===== config.mk =====
export PLATFORM = sky130hd
export DESIGN_NAME = alu_issue_stage
export DESIGN_NICKNAME = d
export VERILOG_FILES = /design/src/rtl/alu_issue_stage.sv
export SDC_FILE = /design/constraint.sdc
export NUM_CORES = 1
export LEC_CHECK = 0
export CORE_ASPECT_RATIO = 0.7
export CORE_UTILIZATION = 41
export CTS_CLUSTER_DIAMETER = 100
export DETAILED_ROUTE_END_ITERATION = 8
export HOLD_SLACK_MARGIN = 0.15
export PLACE_DENSITY = 0.95
export SYNTH_ARGS = -nofsm -noshare
export SYNTH_HDL_FRONTEND = slang
export SYNTH_SLANG_ARGS = --single-unit

===== constraint.sdc =====
create_clock -name clk -period 6.7 [get_ports clk]
set_clock_uncertainty 0.1 [all_clocks]
set_input_delay 1.34 -clock clk [delete_from_list [all_inputs] [get_ports clk]]
set_output_delay 1.34 -clock clk [all_outputs]
set_load 0.005 [all_outputs]

===== src/rtl/alu_issue_stage.sv =====
// One-entry operand-select/pipeline stage in front of the 32-bit ALU.
// Define FORWARD_EN to enable EX/MEM and MEM/WB forwarding; otherwise hazards stall in_ready.
module alu_issue_stage #(
    parameter int XLEN = 32,
    parameter int REGW = 5
) (
    input  logic            clk,
    input  logic            rst_n,
    input  logic            in_valid,
    output logic            in_ready,
    input  logic [REGW-1:0] in_rs1_addr,
    input  logic [REGW-1:0] in_rs2_addr,
    input  logic [XLEN-1:0] in_rs1_data,
    input  logic [XLEN-1:0] in_rs2_data,
    input  logic [XLEN-1:0] in_imm,
    input  logic            in_use_imm,
    input  logic [3:0]      in_aluc,
    input  logic [REGW-1:0] in_rd_addr,
    input  logic            in_rd_we,
    input  logic            flush,
    input  logic [REGW-1:0] ex_rd_addr,
    input  logic            ex_rd_we,
    input  logic [XLEN-1:0] ex_result,
    input  logic [REGW-1:0] wb_rd_addr,
    input  logic            wb_rd_we,
    input  logic [XLEN-1:0] wb_result,
    output logic            out_valid,
    input  logic            out_ready,
    output logic [XLEN-1:0] out_rs1,
    output logic [XLEN-1:0] out_rs2,
    output logic [XLEN-1:0] out_store_data,
    output logic [3:0]      out_aluc,
    output logic            out_illegal,
    output logic [REGW-1:0] out_rd_addr,
    output logic            out_rd_we
);

    logic [XLEN-1:0] rs1_sel;
    logic [XLEN-1:0] rs2_sel;
    logic            hazard;
    logic            accept;
    logic            illegal;

    function automatic logic bus_match(input logic [REGW-1:0] addr,
                                       input logic [REGW-1:0] bus_addr,
                                       input logic            bus_we);
        return (addr != '0) && bus_we && (bus_addr == addr);
    endfunction

`ifdef FORWARD_EN
    // EX/MEM is younger than MEM/WB, so it wins when both match.
    function automatic logic [XLEN-1:0] fwd_sel(input logic [REGW-1:0] addr,
                                                input logic [XLEN-1:0] rf_data);
        if (addr == '0)
            return '0;
        else if (bus_match(addr, ex_rd_addr, ex_rd_we))
            return ex_result;
        else if (bus_match(addr, wb_rd_addr, wb_rd_we))
            return wb_result;
        else
            return rf_data;
    endfunction

    assign rs1_sel = fwd_sel(in_rs1_addr, in_rs1_data);
    assign rs2_sel = fwd_sel(in_rs2_addr, in_rs2_data);
    assign hazard  = 1'b0;
`else
    assign rs1_sel = (in_rs1_addr == '0) ? '0 : in_rs1_data;
    assign rs2_sel = (in_rs2_addr == '0) ? '0 : in_rs2_data;
    // rs2 always counts as a source because store data consumes it even with an immediate.
    assign hazard  = in_valid &&
                     (bus_match(in_rs1_addr, ex_rd_addr, ex_rd_we) ||
                      bus_match(in_rs1_addr, wb_rd_addr, wb_rd_we) ||
                      bus_match(in_rs2_addr, ex_rd_addr, ex_rd_we) ||
                      bus_match(in_rs2_addr, wb_rd_addr, wb_rd_we));
`endif

    assign in_ready = (!out_valid || out_ready) && !hazard;
    assign accept   = in_valid && in_ready && !flush;
    assign illegal  = (in_aluc > 4'd8);

    // Stage boundary: decoded instruction -> registered ALU operands.
    always_ff @(posedge clk) begin
        if (!rst_n) begin
            out_valid      <= 1'b0;
            out_rs1        <= '0;
            out_rs2        <= '0;
            out_store_data <= '0;
            out_aluc       <= '0;
            out_illegal    <= 1'b0;
            out_rd_addr    <= '0;
            out_rd_we      <= 1'b0;
        end else if (flush) begin
            out_valid <= 1'b0;
            out_rd_we <= 1'b0;
        end else if (accept) begin
            out_valid      <= 1'b1;
            out_rs1        <= rs1_sel;
            out_rs2        <= in_use_imm ? in_imm : rs2_sel;
            out_store_data <= rs2_sel;
            out_aluc       <= illegal ? 4'd0 : in_aluc;
            out_illegal    <= illegal;
            out_rd_addr    <= in_rd_addr;
            out_rd_we      <= in_rd_we && !illegal && (in_rd_addr != '0);
        end else if (out_ready) begin
            out_valid <= 1'b0;
        end
    end

endmodule

* Yosys cells after proc, flatten, opt, wreduce, memory -nomap -nowiden
Index checks and enable logic that the tools add are counted.
Cells by class: bitwise logic cells 2, multiply operators 0, add/sub/neg operators 0, reduce and logical (&&, ||, !) cells 30, shift operators 0, $lt $le $gt $ge 1, mux-type cells 6, equality and inequality tests 4, div/mod/pow operators 0
Operator list (number):
- 32-bit two-way mux | 3
- 5-bit equality test | 4
- 5-bit nonzero test | 3
- 1-bit logical AND | 14
- 5-bit logical NOT | 2
- 4-bit > comparator, second input constant | 1
- 1-bit logical NOT | 4
- 1-bit logical OR | 4
- 4-bit two-way mux | 1
- 1-bit two-way mux | 2
- 1-bit inverter | 2
- 2-bit AND reduction | 1
- 2-bit nonzero test | 1
- 2-bit OR reduction | 1
Storage, ports and cells: memory bits (read-only) 0, logic and storage cells 51, bits in latches 0, output and inout port bits 109, input port bits 198, flip-flop bits (word level) 108, RAM bits 0, memories kept 0

* Depth between registers and ports, before layout
word-level depth 12, gate-level depth with buffers 9, mapped depth without buffers 6

* Least setup slack after synthesis
Ideal clock, no wire load.
path kind input -> output, start point in in_rs2_addr[3], end point out in_ready, data required time 5.260 ns, cell stages on the path 6, slack 2.711 ns, arrival time 2.549 ns, buffers on the path 0, cell sequence or4_1 -> nor2_1 -> nor3_1 -> nor4_2 -> nor2b_1 -> nor2_1
On the way: word-level cells in the longest chain between the ends 8, elaborated cells on any way between the ends 12, classes of those cells eq/ne (2); reduce/logical (10)
Ends and longest elaborated chain:
- start: declaration | line 12 | input logic [REGW-1:0] in_rs2_addr,
- 5-bit nonzero test | line 47 | return (addr != '0) && bus_we && (bus_addr == addr);
- 1-bit logical AND (2 in a row) | line 47
- 1-bit logical OR | line 73 | bus_match(in_rs1_addr, wb_rd_addr, wb_rd_we) ||
- 1-bit logical OR (*) | line 74 | bus_match(in_rs2_addr, ex_rd_addr, ex_rd_we) ||
- 1-bit logical AND (*) | line 71 | assign hazard = in_valid &&
- 1-bit logical NOT (*) | line 78 | assign in_ready = (!out_valid || out_ready) && !hazard;
- 1-bit logical AND (*) | line 78
- end: declaration | line 10 | output logic in_ready,
Mark *: on every way between the ends. The rest lies on a longest branch, timed or not.

* Worst setup path in the final report
Ends and elaborated chain as after synthesis.

==> run summary <==
Run status
* finished, final reports clean — outcome

Final layout
* 1,032 — # nets final
* 995 — fin cells
* 0 — diode count
* 52.5% — Syn-to-layout area delta
* 985 — filler instances
* 2.63% — fraction of final layout cells sized beyond drive strength 1

Synth
* 108 — synthesis-stage register bit count
* 0 — number of warning messages in the yosys log
* 0.00512 sq mm — area of the mapped netlist
* sky130_fd_sc_hd__nand2_1 — most frequently used cell type in the post-synthesis netlist
* 0% — async set-or-reset flop fraction in the synthesized netlist
* 829 — number of nets in the synthesized netlist
* 24 — distinct cell type count of the synthesized netlist
* sky130_fd_sc_hd__nand2_1, sky130_fd_sc_hd__dfxtp_1, sky130_fd_sc_hd__mux2i_1 — top cells by count, synth
* sky130_fd_sc_hd__dfxtp_1, sky130_fd_sc_hd__mux2i_1, sky130_fd_sc_hd__nand2_1 — leading cell types by total area after synthesis
* 631 — cells after synthesis
* sky130_fd_sc_hd__dfxtp_1 — area leader, netlist
* 8.12 sq um — average instance area after synthesis
* 42.2% — area share of the leading cell type in the synthesized netlist
* sky130_fd_sc_hd__dfxtp_1 — Top FF cell, synth
* 0 — count of flip-flops with a built-in enable after synthesis
* 42.2% — sequential fraction of the synthesis area

Pwr
* 32.6% — share of power burned in the clock network
* 25.3% — switching share of total power
* 46.6% — share of total power in sequential cells
* 0.377 mW — NetSw
* 1.12 mW — Cell Int Power
* 3.43 nW — Leak Pwr
* 1.49 mW — Total Power Consumption
* 191 mW/mm^2 — Pwr per Cell Area
* 0.000128 V — Worst VDD drop
* 20.8% — combinational group share of total power

Routing
* 5.04 — Avg Vias per Cell
* 14.6 um — detail-routed net length per standard cell
* 0 — detailed-route DRC error count
* 14,500 um — final wirelength
* 4 — Initial DRT Pass Iterations
* 0 — residual antenna-violating net count after detailed routing
* 5,016 — DR vias
* 198 — number of DRC violations after detailed-routing iteration 0

Critical path
* primary output — kind of end point of the critical path
* simple AND/OR/NAND/NOR gates — kind of cell adding the most delay to the critical path
* 5 — depth of the worst register-to-register path
* 8 — Stages on worst setup path
* input port — startpoint class of the critical path
* input port to primary output — critical path type
* 3880 ps — data arrival at the endpoint of the critical path
* 3 — CP Max Fanout
* 4440 ps — reg2reg setup slack
* 570 ps — critical path's largest stage delay
* 2 — critical path buffer and inverter count
* out_valid — Reg-to-Reg Start
* in_rs2_addr[3] — launching element of the worst setup path
* clkdlybuf4s50_1, or4_1, nor2_1, nor3_1, nor4_2, nor2b_1, nor2_1, clkdlybuf4s50_1 — ordered list of cells on the worst path
* sky130_fd_sc_hd__or4_1 — cell with the largest stage delay on the worst path
* in_ready — critical path capture point
* out_rs2[25] — worst reg2reg endpoint
* 5260 ps — data required time at the worst endpoint

Clock tree
* 0 — number of gates resized after cts
* 0 — hold bufs inserted after CTS
* 0 — buffers inserted by post-CTS timing repair
* 330 ps — clk_lat worst skew
* sky130_fd_sc_hd__clkbuf_16 — cell at the root of the clock tree
* 3 — CTS H-Tree Depth
* 9 — number of buffers created by CTS
* 108 — CTS sink cnt
* 70 ps — post-CTS clock slew at the launch and capture registers of the worst setup and hold paths
* 2 — number of buffers on the longest clock path
* done — TritonCTS clock tree

Flow run
* 0 — count of maximum capacitance violations

STA
* 358 ps — Hold Slack
* 0 — count of final max-slew check failures
* 0 ps — TNS Setup
* 1180 ps — Worst-Margin Slew
* false — setup repair after global routing missed its margin
* 0 — number of setup violations in the final report
* 0.188 GHz — Max Fclk
* 0 — final hold vios
* 5320 ps — post-layout min period
* 79.4% — final critical-path share of the clock period
* 20.8% — relative slew slack

Floorplanning
* 0.0119 sq mm — core area
* 33 — floorplan row count
* 307 — IO Count
* 136 um — Die W
* 0.0130 sq mm — floorplan die area
* 95.5 um — die height
* 42.9% — initial core utilization

Global route
* 25.2% — routing usage on met1
* 21.8% — All-Layer GR Usage
* 39.1% — global routing usage on met2
* 0 — overflow left after global routing
* 7.50% — met3 track demand over resource
* met2 — global route hottest layer
* 4,606 — vias in the first global route
* 22,300 um — first-pass GRT wire length
* 141 — largest net degree at the start of global routing
* 0 — initial antenna violation count

Placed design
* 980 — cell count after placement
* 242 — count of buffers inserted at the top-level ports
* 0.852 — placer congestion estimate
* 10,600 um — placed wire-length estimate after detailed placement

Min path
* out_store_data[10] — start point of the worst min-delay path
* register to register — worst hold-check path type

-- per-stage QoR --
| stage | worst slack, ps | area (sq um) | util [%] |
|---|---|---|---|
| finish | 1380 | 7820 | 65.5 |
| global route | 1280 | 7820 | 65.5 |
| CTS | 1410 | 7820 | 65.5 |
| detailed placement | 1430 | 7550 | 63.3 |
| global placement | 1490 | 7550 | 63.3 |
| floorplan | 2710 | 5120 | - |
-- worst reg2reg max path: cells and delay by family, from the launching register on --
| family | cells | cell delay [ps] |
|---|---|---|
| AND/OR/NAND/NOR | 3 | 840 |
| buffers and inverters | 1 | 460 |
| multiplexers | 1 | 450 |
| flip-flops | 1 | 330 |
-- layout by cell type, fill, tap and decap left out --
| cell | synthesis | final |
|---|---|---|
| sky130_fd_sc_hd__nand3_1 | 65 | 64 |
| sky130_fd_sc_hd__mux2i_1 | 106 | 106 |
| sky130_fd_sc_hd__inv_1 | 1 | 1 |
| sky130_fd_sc_hd__dfxtp_1 | 108 | 108 |
| sky130_fd_sc_hd__clkinv_2 | 0 | 1 |
| sky130_fd_sc_hd__clkinv_4 | 0 | 2 |
| sky130_fd_sc_hd__xnor2_1 | 20 | 20 |
| sky130_fd_sc_hd__buf_4 | 0 | 2 |
| sky130_fd_sc_hd__clkbuf_16 | 0 | 9 |
| sky130_fd_sc_hd__buf_6 | 4 | 1 |
| sky130_fd_sc_hd__nand2b_1 | 1 | 1 |
| sky130_fd_sc_hd__buf_2 | 8 | 1 |
| sky130_fd_sc_hd__nor4b_1 | 1 | 1 |
| sky130_fd_sc_hd__clkinvlp_4 | 0 | 1 |
| sky130_fd_sc_hd__nor3_1 | 6 | 6 |
| sky130_fd_sc_hd__inv_6 | 0 | 1 |
| sky130_fd_sc_hd__nand3b_1 | 3 | 3 |
| sky130_fd_sc_hd__clkdlybuf4s50_1 | 0 | 240 |
| sky130_fd_sc_hd__and2_1 | 1 | 1 |
| sky130_fd_sc_hd__a21oi_1 | 1 | 1 |
| sky130_fd_sc_hd__nor2b_1 | 3 | 3 |
| sky130_fd_sc_hd__o21ai_0 | 33 | 33 |
| sky130_fd_sc_hd__mux2_1 | 1 | 1 |
| sky130_fd_sc_hd__nand4_1 | 4 | 4 |
| sky130_fd_sc_hd__nor4_2 | 1 | 1 |
| sky130_fd_sc_hd__nand2_1 | 214 | 214 |
| sky130_fd_sc_hd__or4_1 | 2 | 2 |
| sky130_fd_sc_hd__clkbuf_1 | 31 | 1 |
| sky130_fd_sc_hd__nor2_1 | 6 | 6 |
| sky130_fd_sc_hd__nand3_4 | 0 | 1 |
| sky130_fd_sc_hd__or2_2 | 1 | 1 |
| sky130_fd_sc_hd__buf_12 | 0 | 1 |
-- kinds of logic (layout without fill, tap and decap cells) --
| kind of cell | count (synthesis) | after routing | synth area share [%] |
|---|---|---|---|
| compound gates | 34 | 34 | 3.32 |
| xor+xnor | 20 | 20 | 3.42 |
| buf+inv | 54 | 261 | 4.74 |
| flops | 108 | 108 | 42.2 |
| mux | 107 | 107 | 20.9 |
| simple gates | 308 | 308 | 25.4 |
-- power by group through the flow --
| stage | combinational, mW | clock [mW] | sequential (mW) |
|---|---|---|---|
| after floorplan | 0.130 | 0 | 0.712 |
| after global placement | 0.306 | 0 | 0.708 |
| after detailed placement | 0.312 | 0 | 0.710 |
| after CTS | 0.313 | 0.499 | 0.696 |
| after global routing | 0.337 | 0.525 | 0.700 |
| final | 0.311 | 0.486 | 0.695 |
-- worst min path at each step --
| stage | to | slack, ps | cells past startpoint |
|---|---|---|---|
| detailed placement | out_rd_addr[0] | 350 | 2 |
| global placement | out_rs1[29] | 340 | 2 |
| floorplan | out_rd_addr[0] | 350 | 2 |
| finish | out_store_data[10] | 360 | 2 |
| CTS | out_rs2[15] | 360 | 2 |
| global route | out_rs2[24] | 380 | 2 |
-- cell type report --
cell class	instances	area [sq um]	area share, %
inverter	1	3.75	0.0480
multi-input combinational	469	2730	35.0
clock buffer	10	229	2.93
clock inverter	5	38.8	0.496
sequential	108	2160	27.7
tap	157	196	2.51
timing repair buffer	245	2450	31.4
-- registers in the layout, summed over array words and instances, names as in the netlist --
name,flops
out_valid,1
out_illegal,1
out_rd_addr,5
out_rd_we,1
out_aluc,4
out_store_data,32
out_rs2,32
out_rs1,32
-- metal layers --
layer  vias to the layer above  wire length, um
li1                       2506                -
met1                      2308             6100
met2                       191             6950
met3                        11             1340
met4                         0              132
met5                         -                0
Power figures use the tool's default switching activity.
